<file path="src/rtl/eeg_frame_feature_engine.sv">
// eeg_frame_feature_engine
//
// Time-multiplexed EEG feature engine. A single shared datapath with
// per-channel state in register arrays accumulates squared samples over a
// 2^WIN_LOG2 window per channel. Each window yields a bandpower value, which is
// clamped and centered against an adaptive IIR baseline. Once every channel
// has finished its window, or once the partial-frame timeout expires, the
// engine walks the channels with a serial MAC over programmable X/Y weights.
// It then presents one feature pair on a valid/ready output.
//
// Ports
//   clk, rst             clock, synchronous active-high reset
//   s_valid/s_ready      input sample stream handshake (ready only in COLLECT)
//   s_chan, s_data       channel index and signed filtered sample
//   freeze_in            artifact flag: restarts the channel window
//   w_wr_en/addr/x/y     weight register write port (any state)
//   m_valid/m_ready      feature output handshake
//   m_feat_x, m_feat_y   signed weighted features
//   m_partial            frame was closed by the timeout
//   m_frame_id           frame counter, advances on each output handshake
//   drop_count           saturating count of discarded samples
//   busy                 high in BURST or HOLD
//
// state   | meaning
// --------+--------------------------------------------------------------
// COLLECT | accept samples, update windows/baselines, run frame timeout
// BURST   | serial MAC over channels 0..NUM_CH-1, one channel per cycle
// HOLD    | feature pair presented, waiting for m_ready

module eeg_frame_feature_engine #(
   parameter int NUM_CH     = 8,
   parameter int CH_W       = 3,
   parameter int DATA_W     = 16,
   parameter int WIN_LOG2   = 6,
   parameter int BASE_SHIFT = 6,
   parameter int OUT_SHIFT  = 7,
   parameter int TIMEOUT    = 4096
) (
   input  logic                     clk,
   input  logic                     rst,
   input  logic                     s_valid,
   output logic                     s_ready,
   input  logic [CH_W-1:0]          s_chan,
   input  logic signed [DATA_W-1:0] s_data,
   input  logic                     freeze_in,
   input  logic                     w_wr_en,
   input  logic [CH_W-1:0]          w_wr_addr,
   input  logic signed [7:0]        w_wr_x,
   input  logic signed [7:0]        w_wr_y,
   output logic                     m_valid,
   input  logic                     m_ready,
   output logic signed [DATA_W-1:0] m_feat_x,
   output logic signed [DATA_W-1:0] m_feat_y,
   output logic                     m_partial,
   output logic [7:0]               m_frame_id,
   output logic [15:0]              drop_count,
   output logic                     busy
);

   localparam int ACC_W  = 2*DATA_W + WIN_LOG2;
   localparam int CNT_W  = WIN_LOG2 + 1;
   localparam int MAC_W  = DATA_W + 9 + CH_W;
   localparam int PROD_W = DATA_W + 8;
   localparam int TMR_W  = $clog2(TIMEOUT + 1);

   localparam logic [CNT_W-1:0]        WIN_N    = CNT_W'(2**WIN_LOG2);
   localparam logic [ACC_W-1:0]        PWR_MAX  = ACC_W'(2**(DATA_W-1) - 1);
   localparam logic [TMR_W-1:0]        TMR_LOAD = TMR_W'(TIMEOUT);
   localparam logic [CH_W-1:0]         LAST_IDX = CH_W'(NUM_CH - 1);
   localparam logic signed [MAC_W-1:0] OUT_MAX  = MAC_W'(2**(DATA_W-1) - 1);
   localparam logic signed [MAC_W-1:0] OUT_MIN  = ~OUT_MAX;

   typedef enum logic [1:0] {
      COLLECT = 2'd0,
      BURST   = 2'd1,
      HOLD    = 2'd2
   } state_t;

   state_t state, state_nxt;

   logic [ACC_W-1:0]        acc      [NUM_CH];
   logic [CNT_W-1:0]        cnt      [NUM_CH];
   logic signed [DATA_W-1:0] base    [NUM_CH];
   logic signed [DATA_W-1:0] centered [NUM_CH];
   logic signed [7:0]       wx       [NUM_CH];
   logic signed [7:0]       wy       [NUM_CH];
   logic [NUM_CH-1:0]       done;

   logic [TMR_W-1:0]        tmr;
   logic [CH_W-1:0]         idx;
   logic signed [MAC_W-1:0] mac_x, mac_y;

   // ------------------------------------------------------------------
   // Sample intake
   // ------------------------------------------------------------------
   logic                      accept, chan_ok, sample_ok, freeze_hit, drop_hit;
   logic [CH_W-1:0]           ch_idx;
   logic signed [2*DATA_W-1:0] sq_s;
   logic [ACC_W-1:0]          acc_nxt, pwr_raw;
   logic [CNT_W-1:0]          cnt_nxt;
   logic                      win_full;
   logic [DATA_W-1:0]         power;
   logic signed [DATA_W:0]    diff;
   logic signed [DATA_W-1:0]  cen_new, base_step, base_new;

   always_comb begin
      accept   = s_valid & s_ready;
      chan_ok  = int'(s_chan) < NUM_CH;
      // Out-of-range channels are dropped; park the index so array reads stay in bounds.
      ch_idx   = chan_ok ? s_chan : '0;
      sample_ok  = accept & chan_ok & ~done[ch_idx] & ~freeze_in;
      freeze_hit = accept & chan_ok & ~done[ch_idx] &  freeze_in;
      drop_hit   = accept & (~chan_ok | done[ch_idx] | freeze_in);

      sq_s     = s_data * s_data;
      acc_nxt  = acc[ch_idx] + {{WIN_LOG2{1'b0}}, sq_s};
      cnt_nxt  = cnt[ch_idx] + CNT_W'(1);
      win_full = (cnt_nxt == WIN_N);

      pwr_raw  = acc_nxt >> WIN_LOG2;
      power    = (pwr_raw > PWR_MAX) ? PWR_MAX[DATA_W-1:0] : pwr_raw[DATA_W-1:0];

      diff     = $signed({1'b0, power}) - $signed({base[ch_idx][DATA_W-1], base[ch_idx]});
      if (diff[DATA_W] != diff[DATA_W-1])
         cen_new = diff[DATA_W] ? {1'b1, {(DATA_W-1){1'b0}}} : {1'b0, {(DATA_W-1){1'b1}}};
      else
         cen_new = diff[DATA_W-1:0];
      // Baseline moves a 2^-BASE_SHIFT fraction toward power; it cannot overshoot.
      base_step = DATA_W'(diff >>> BASE_SHIFT);
      base_new  = base[ch_idx] + base_step;
   end

   // ------------------------------------------------------------------
   // Frame close and MAC terms
   // ------------------------------------------------------------------
   logic                      all_done, any_done, timeout_hit, frame_close, last_burst;
   logic signed [DATA_W-1:0]  cen_sel;
   logic signed [PROD_W-1:0]  prod_x, prod_y;
   logic signed [MAC_W-1:0]   prod_x_ext, prod_y_ext, sum_x, sum_y, shx, shy;

   function automatic logic signed [DATA_W-1:0] sat_out(input logic signed [MAC_W-1:0] v);
      if (v > OUT_MAX)
         sat_out = OUT_MAX[DATA_W-1:0];
      else if (v < OUT_MIN)
         sat_out = OUT_MIN[DATA_W-1:0];
      else
         sat_out = v[DATA_W-1:0];
   endfunction

   always_comb begin
      all_done    = &done;
      any_done    = |done;
      timeout_hit = any_done && (tmr == '0);
      frame_close = (state == COLLECT) && (all_done || timeout_hit);
      last_burst  = (state == BURST) && (idx == LAST_IDX);

      // Channels that missed the frame contribute nothing, whatever centered[] holds.
      cen_sel    = done[idx] ? centered[idx] : '0;
      prod_x     = cen_sel * wx[idx];
      prod_y     = cen_sel * wy[idx];
      prod_x_ext = prod_x;
      prod_y_ext = prod_y;
      sum_x      = mac_x + prod_x_ext;
      sum_y      = mac_y + prod_y_ext;
      shx        = sum_x >>> OUT_SHIFT;
      shy        = sum_y >>> OUT_SHIFT;
   end

   // ------------------------------------------------------------------
   // FSM
   // ------------------------------------------------------------------
   always_ff @(posedge clk) begin
      if (rst)
         state <= COLLECT;
      else
         state <= state_nxt;
   end

   always_comb begin
      state_nxt = state;
      case (state)
         COLLECT: if (frame_close) state_nxt = BURST;
         BURST:   if (last_burst)  state_nxt = HOLD;
         HOLD:    if (m_ready)     state_nxt = COLLECT;
         default:                  state_nxt = COLLECT;
      endcase
   end

   always_comb begin
      s_ready = (state == COLLECT) && !rst;
      m_valid = (state == HOLD);
      busy    = (state != COLLECT);
   end

   // ------------------------------------------------------------------
   // Per-channel window / baseline state
   // ------------------------------------------------------------------
   always_ff @(posedge clk) begin
      if (rst) begin
         for (int i = 0; i < NUM_CH; i++) begin
            acc[i]      <= '0;
            cnt[i]      <= '0;
            base[i]     <= '0;
            centered[i] <= '0;
         end
         done       <= '0;
         drop_count <= '0;
      end else begin
         if (last_burst)
            done <= '0;

         if (drop_hit && drop_count != 16'hFFFF)
            drop_count <= drop_count + 16'd1;

         if (freeze_hit) begin
            acc[ch_idx] <= '0;
            cnt[ch_idx] <= '0;
         end else if (sample_ok) begin
            if (win_full) begin
               acc[ch_idx]      <= '0;
               cnt[ch_idx]      <= '0;
               centered[ch_idx] <= cen_new;
               base[ch_idx]     <= base_new;
               done[ch_idx]     <= 1'b1;
            end else begin
               acc[ch_idx] <= acc_nxt;
               cnt[ch_idx] <= cnt_nxt;
            end
         end
      end
   end

   always_ff @(posedge clk) begin
      if (rst) begin
         for (int i = 0; i < NUM_CH; i++) begin
            wx[i] <= '0;
            wy[i] <= '0;
         end
      end else if (w_wr_en && int'(w_wr_addr) < NUM_CH) begin
         wx[w_wr_addr] <= w_wr_x;
         wy[w_wr_addr] <= w_wr_y;
      end
   end

   // ------------------------------------------------------------------
   // Timeout down-counter, MAC and output registers
   // ------------------------------------------------------------------
   always_ff @(posedge clk) begin
      if (rst) begin
         tmr        <= TMR_LOAD;
         idx        <= '0;
         mac_x      <= '0;
         mac_y      <= '0;
         m_feat_x   <= '0;
         m_feat_y   <= '0;
         m_partial  <= 1'b0;
         m_frame_id <= '0;
      end else begin
         case (state)
            COLLECT: begin
               if (any_done && tmr != '0)
                  tmr <= tmr - TMR_W'(1);
               if (frame_close) begin
                  idx   <= '0;
                  mac_x <= '0;
                  mac_y <= '0;
               end
            end
            BURST: begin
               if (last_burst) begin
                  m_feat_x  <= sat_out(shx);
                  m_feat_y  <= sat_out(shy);
                  m_partial <= ~all_done;
                  tmr       <= TMR_LOAD;
               end else begin
                  mac_x <= sum_x;
                  mac_y <= sum_y;
                  idx   <= idx + CH_W'(1);
               end
            end
            HOLD: begin
               if (m_ready)
                  m_frame_id <= m_frame_id + 8'd1;
            end
            default: ;
         endcase
      end
   end

endmodule

</file>
<file path="config.mk">
export PLATFORM = sky130hd
export DESIGN_NAME = eeg_frame_feature_engine
export DESIGN_NICKNAME = d
export VERILOG_FILES = /design/src/rtl/eeg_frame_feature_engine.sv
export SDC_FILE = /design/constraint.sdc
export NUM_CORES = 2
export LEC_CHECK = 0
export BUFFER_PORTS_ARGS = -buffer_cell sky130_fd_sc_hd__buf_2
export CAP_MARGIN = 40
export CORE_UTILIZATION = 70
export DETAILED_ROUTE_END_ITERATION = 12
export PLACE_DENSITY_LB_ADDON = 0.08
export SKIP_CTS_REPAIR_TIMING = 1
export SLEW_MARGIN = 15
export SYNTH_ARGS = -nofsm -noshare
export SYNTH_HDL_FRONTEND = slang
export SYNTH_SLANG_ARGS = --single-unit
</file>
<file path="constraint.sdc">
create_clock -name clk -period 22.7 [get_ports clk]
set_input_delay 4.54 -clock clk [delete_from_list [all_inputs] [get_ports clk]]
set_output_delay 4.54 -clock clk [all_outputs]
set_load 0.03 [all_outputs]
</file>
==> impl_metrics.py <==
metrics = {
    "synthesis": {
        "async_flop_share": 0,
        "ys_ff_latch": 886,
        "synth.distinct_cells": 96,
        "synth_nets": 6549,
        "yosys_warnings": 0,
        "syn_avg_cell_area_um2": 10.7,
        "yosysSeqAreaShare": 0.412,
        "syn_inst": 5697,
        "syn_area_mm2": 0.0611,
        "synth_edf_count": 744,
        "ys.flop_type": "edfxtp_1",
    },
    "detailed_routing": {
        "post_drt_wl_per_cell_um": 22.4,
        "dr.pass1.iters": 8,
        "drtIter0Drc": 4142,
        "wirelength_um": 156000,
        "antenna_left": 0,
        "drcViolationCount": 0,
        "num_vias": 43300,
        "viasPerCell": 6.23,
    },
    "global_route": {
        "grt_pass1_vias": 44300,
        "grt_usage": 0.359,
        "grt_pass1_wl_um": 244000,
        "antenna_found_initial": 1,
        "grt_overflow": 0,
        "grt_start_max_net_pins": 60,
    },
    "critical_path": {
        "cp-start-kind": "input pin",
        "cp_data_required_time_ns": 23.09,
        "setup.worst_path.class": "in -> reg",
        "critPathMaxStageDelay_ns": 0.82,
        "crit_path_end_kind": "flop",
        "slowest_stage": "a2111oi_4",
        "reg2reg_from": "acc[1][2]",
        "crit_start": "s_data[15]",
        "arrival_ns": 18.61,
        "reg2reg_depth": 34,
        "path_common_cell": "o21ai_0",
        "reg2reg_to": "base[0][15]",
        "reg2reg_slack_ns": 12.44,
        "worstPathMaxFanout": 22,
    },
    "floorplanning": {
        "die-height_um": 297,
        "io_pins": 104,
        "initial_core_util": 0.711,
        "fp.coreArea_mm2": 0.0858,
        "dieArea_mm2": 0.0884,
        "rows": 107,
        "die_w_um": 297,
    },
    "finish": {
        "final-instance-count-excl-fill": 6953,
        "diodes": 0,
        "final_nets": 6590,
        "syn2layout_area_growth_pct": 7.65,
        "drive_gt1_frac": 0.0943,
        "num-fill-cells": 5753,
    },
    "place": {
        "hpwlAfterDp_um": 105000,
        "placed_cells": 6783,
        "numPortBuffers": 103,
        "post-place-ws_ns": 4.04,
        "place_congestion": 0.932,
    },
    "sta": {
        "whs_ns": 0.461,
        "finalHoldViolations": 0,
        "fin_setup_tns_ns": 0,
        "rsz0062_at_grt": "false",
        "finalSetupViolCount": 0,
        "fin_skew_ns": 0.0237,
        "setup_ws_ns": 4.47,
        "slew_headroom": 0.380,
        "worst_pin_slew_ns": 0.918,
        "drv_slew": 0,
        "clock.fmax_mhz": 54.9,
        "finalCritPeriodShare": 0.803,
        "period_needed_ns": 18.23,
    },
    "clock_tree": {
        "cts_tree": "yes",
        "path_clk_slew_ns": 0.06,
        "clock_latency_ns": 0.68,
        "cts_buffer_depth": 3,
        "cts_made_buffers": 93,
        "cts-root-buf": "clkbuf_16",
        "cts.sinks": 886,
        "htreeDepth": 3,
    },
    "hold_path": {
        "hold_start": "m_feat_x[15]",
        "min_path_cells": 2,
        "hold_path_class": "reg -> reg",
        "holdPathEnd": "m_feat_x[15]",
    },
    "status": {
        "run_status": "finished clean",
    },
    "run": {
        "drv_cap": 0,
    },
}
-- worst max-delay path by stage --
stage	end	slack (ns)	cells past startpoint
floorplan	base[0][15]	6.00	57
finish	base[0][15]	4.47	53
CTS	base[0][15]	4.67	53
global route	base[0][15]	3.44	53
detailed placement	base[2][15]	4.04	53
global placement	base[4][15]	4.10	55
-- stage by stage --
step            util  cell area (um2)
3_5_place_dp   0.732            62800
5_1_grt        0.766            65700
4_1_cts        0.765            65700
3_3_place_gp   0.730            62600
2_1_floorplan      -            61100
6_report       0.766            65700
-- synth_stat cells, drive strengths merged (7+ instances only) --
cell type | count | area share
a211oi | 48 | 0.0059
a21o | 60 | 0.0074
a21oi | 143 | 0.012
a221oi | 18 | 0.0026
a22o | 7 | 0.0010
a22oi | 101 | 0.012
a31oi | 14 | 0.0016
and2 | 187 | 0.019
and3 | 23 | 0.0024
and4 | 12 | 0.0017
buf | 63 | 0.0063
clkbuf | 200 | 0.012
dfxtp | 142 | 0.047
edfxtp | 744 | 0.37
fa | 525 | 0.17
ha | 283 | 0.058
inv | 713 | 0.044
mux2 | 30 | 0.0055
mux2i | 30 | 0.0049
mux4 | 86 | 0.032
nand2 | 433 | 0.027
nand2b | 82 | 0.0084
nand3 | 50 | 0.0042
nand4 | 32 | 0.0033
nor2 | 937 | 0.058
nor2b | 40 | 0.0041
nor3 | 104 | 0.0085
nor3b | 11 | 0.0014
nor4 | 31 | 0.0032
o211ai | 14 | 0.0018
o21a | 25 | 0.0031
o21ai | 63 | 0.0052
o21bai | 11 | 0.0014
o221ai | 8 | 0.0011
o22a | 9 | 0.0013
o22ai | 94 | 0.0096
o311ai | 7 | 0.0013
o31ai | 9 | 0.0012
or2 | 29 | 0.0030
or3 | 9 | 0.00092
or4 | 7 | 0.00086
xnor2 | 120 | 0.017
xor2 | 55 | 0.0079
-- flip-flops by register name, summed over array words and instances (netlist names), 8 cells and up, named ones only --
signal and cells:
cnt 56, wx 64, acc 304, m_feat_x 16, m_feat_y 16, wy 64, mac_x 28, tmr 13
done 8, mac_y 28, m_frame_id 8, base 128, centered 128, drop_count 16
-- routing by layer --
metal,global-route usage,part of all wire,up-vias
li1,-,-,19300
met1,0.455,0.36,21400
met2,0.618,0.50,2198
met3,0.0504,0.089,452
met4,0.160,0.048,0
met5,0,0,-
-- area by class of cell --
class                      count  area, um2  share of cell area
multi-input combinational   3833      32200               0.489
sequential                   886      25200               0.383
timing repair buffer         209       1420              0.0216
clock inverter                34        258             0.00392
inverter                     715       2680              0.0408
clock buffer                 132       2590              0.0394
tap                         1144       1430              0.0218
-- cell families (layout without fill, tap and decap cells) --
group                    after synthesis  in the layout  share of synthesized area
other                                  1              1                  0.0000614
AND/OR/NAND/NOR                     2001           2001                      0.148
XOR/XNOR                             175            175                     0.0251
adder cells (fa/ha/maj)              810            810                      0.230
AO/OA/AOI/OAI                        700            700                     0.0795
multiplexers                         146            146                     0.0422
buffers and inverters                978           1090                     0.0625
flip-flops                           886            886                      0.412
-- critical path: cells and delay by family --
family	cells	cell delay, ns
XOR/XNOR	1	0.58
adder cells (fa/ha/maj)	10	4.48
AO/OA/AOI/OAI	24	6.10
buffers and inverters	7	0.99
AND/OR/NAND/NOR	11	1.89
-- placed cells by master, fill, tap and decap left out, types with 48 or more instances in the layout --
cell type	instances
nand2b_1	65
nand3_1	49
and2_1	183
xnor2_1	120
buf_4	97
ha_1	283
fa_1	525
a22oi_1	101
clkbuf_16	93
nor3_1	102
xor2_1	55
nor2_1	926
o22ai_1	94
a21o_1	60
inv_1	713
o21ai_0	60
buf_2	103
mux4_2	86
nand2_1	432
a211oi_1	48
dfxtp_1	139
edfxtp_1	744
a21oi_1	142
Power is not shown: default switching activity piles up to over one toggle a cycle in this logic, so the estimate is an artifact.
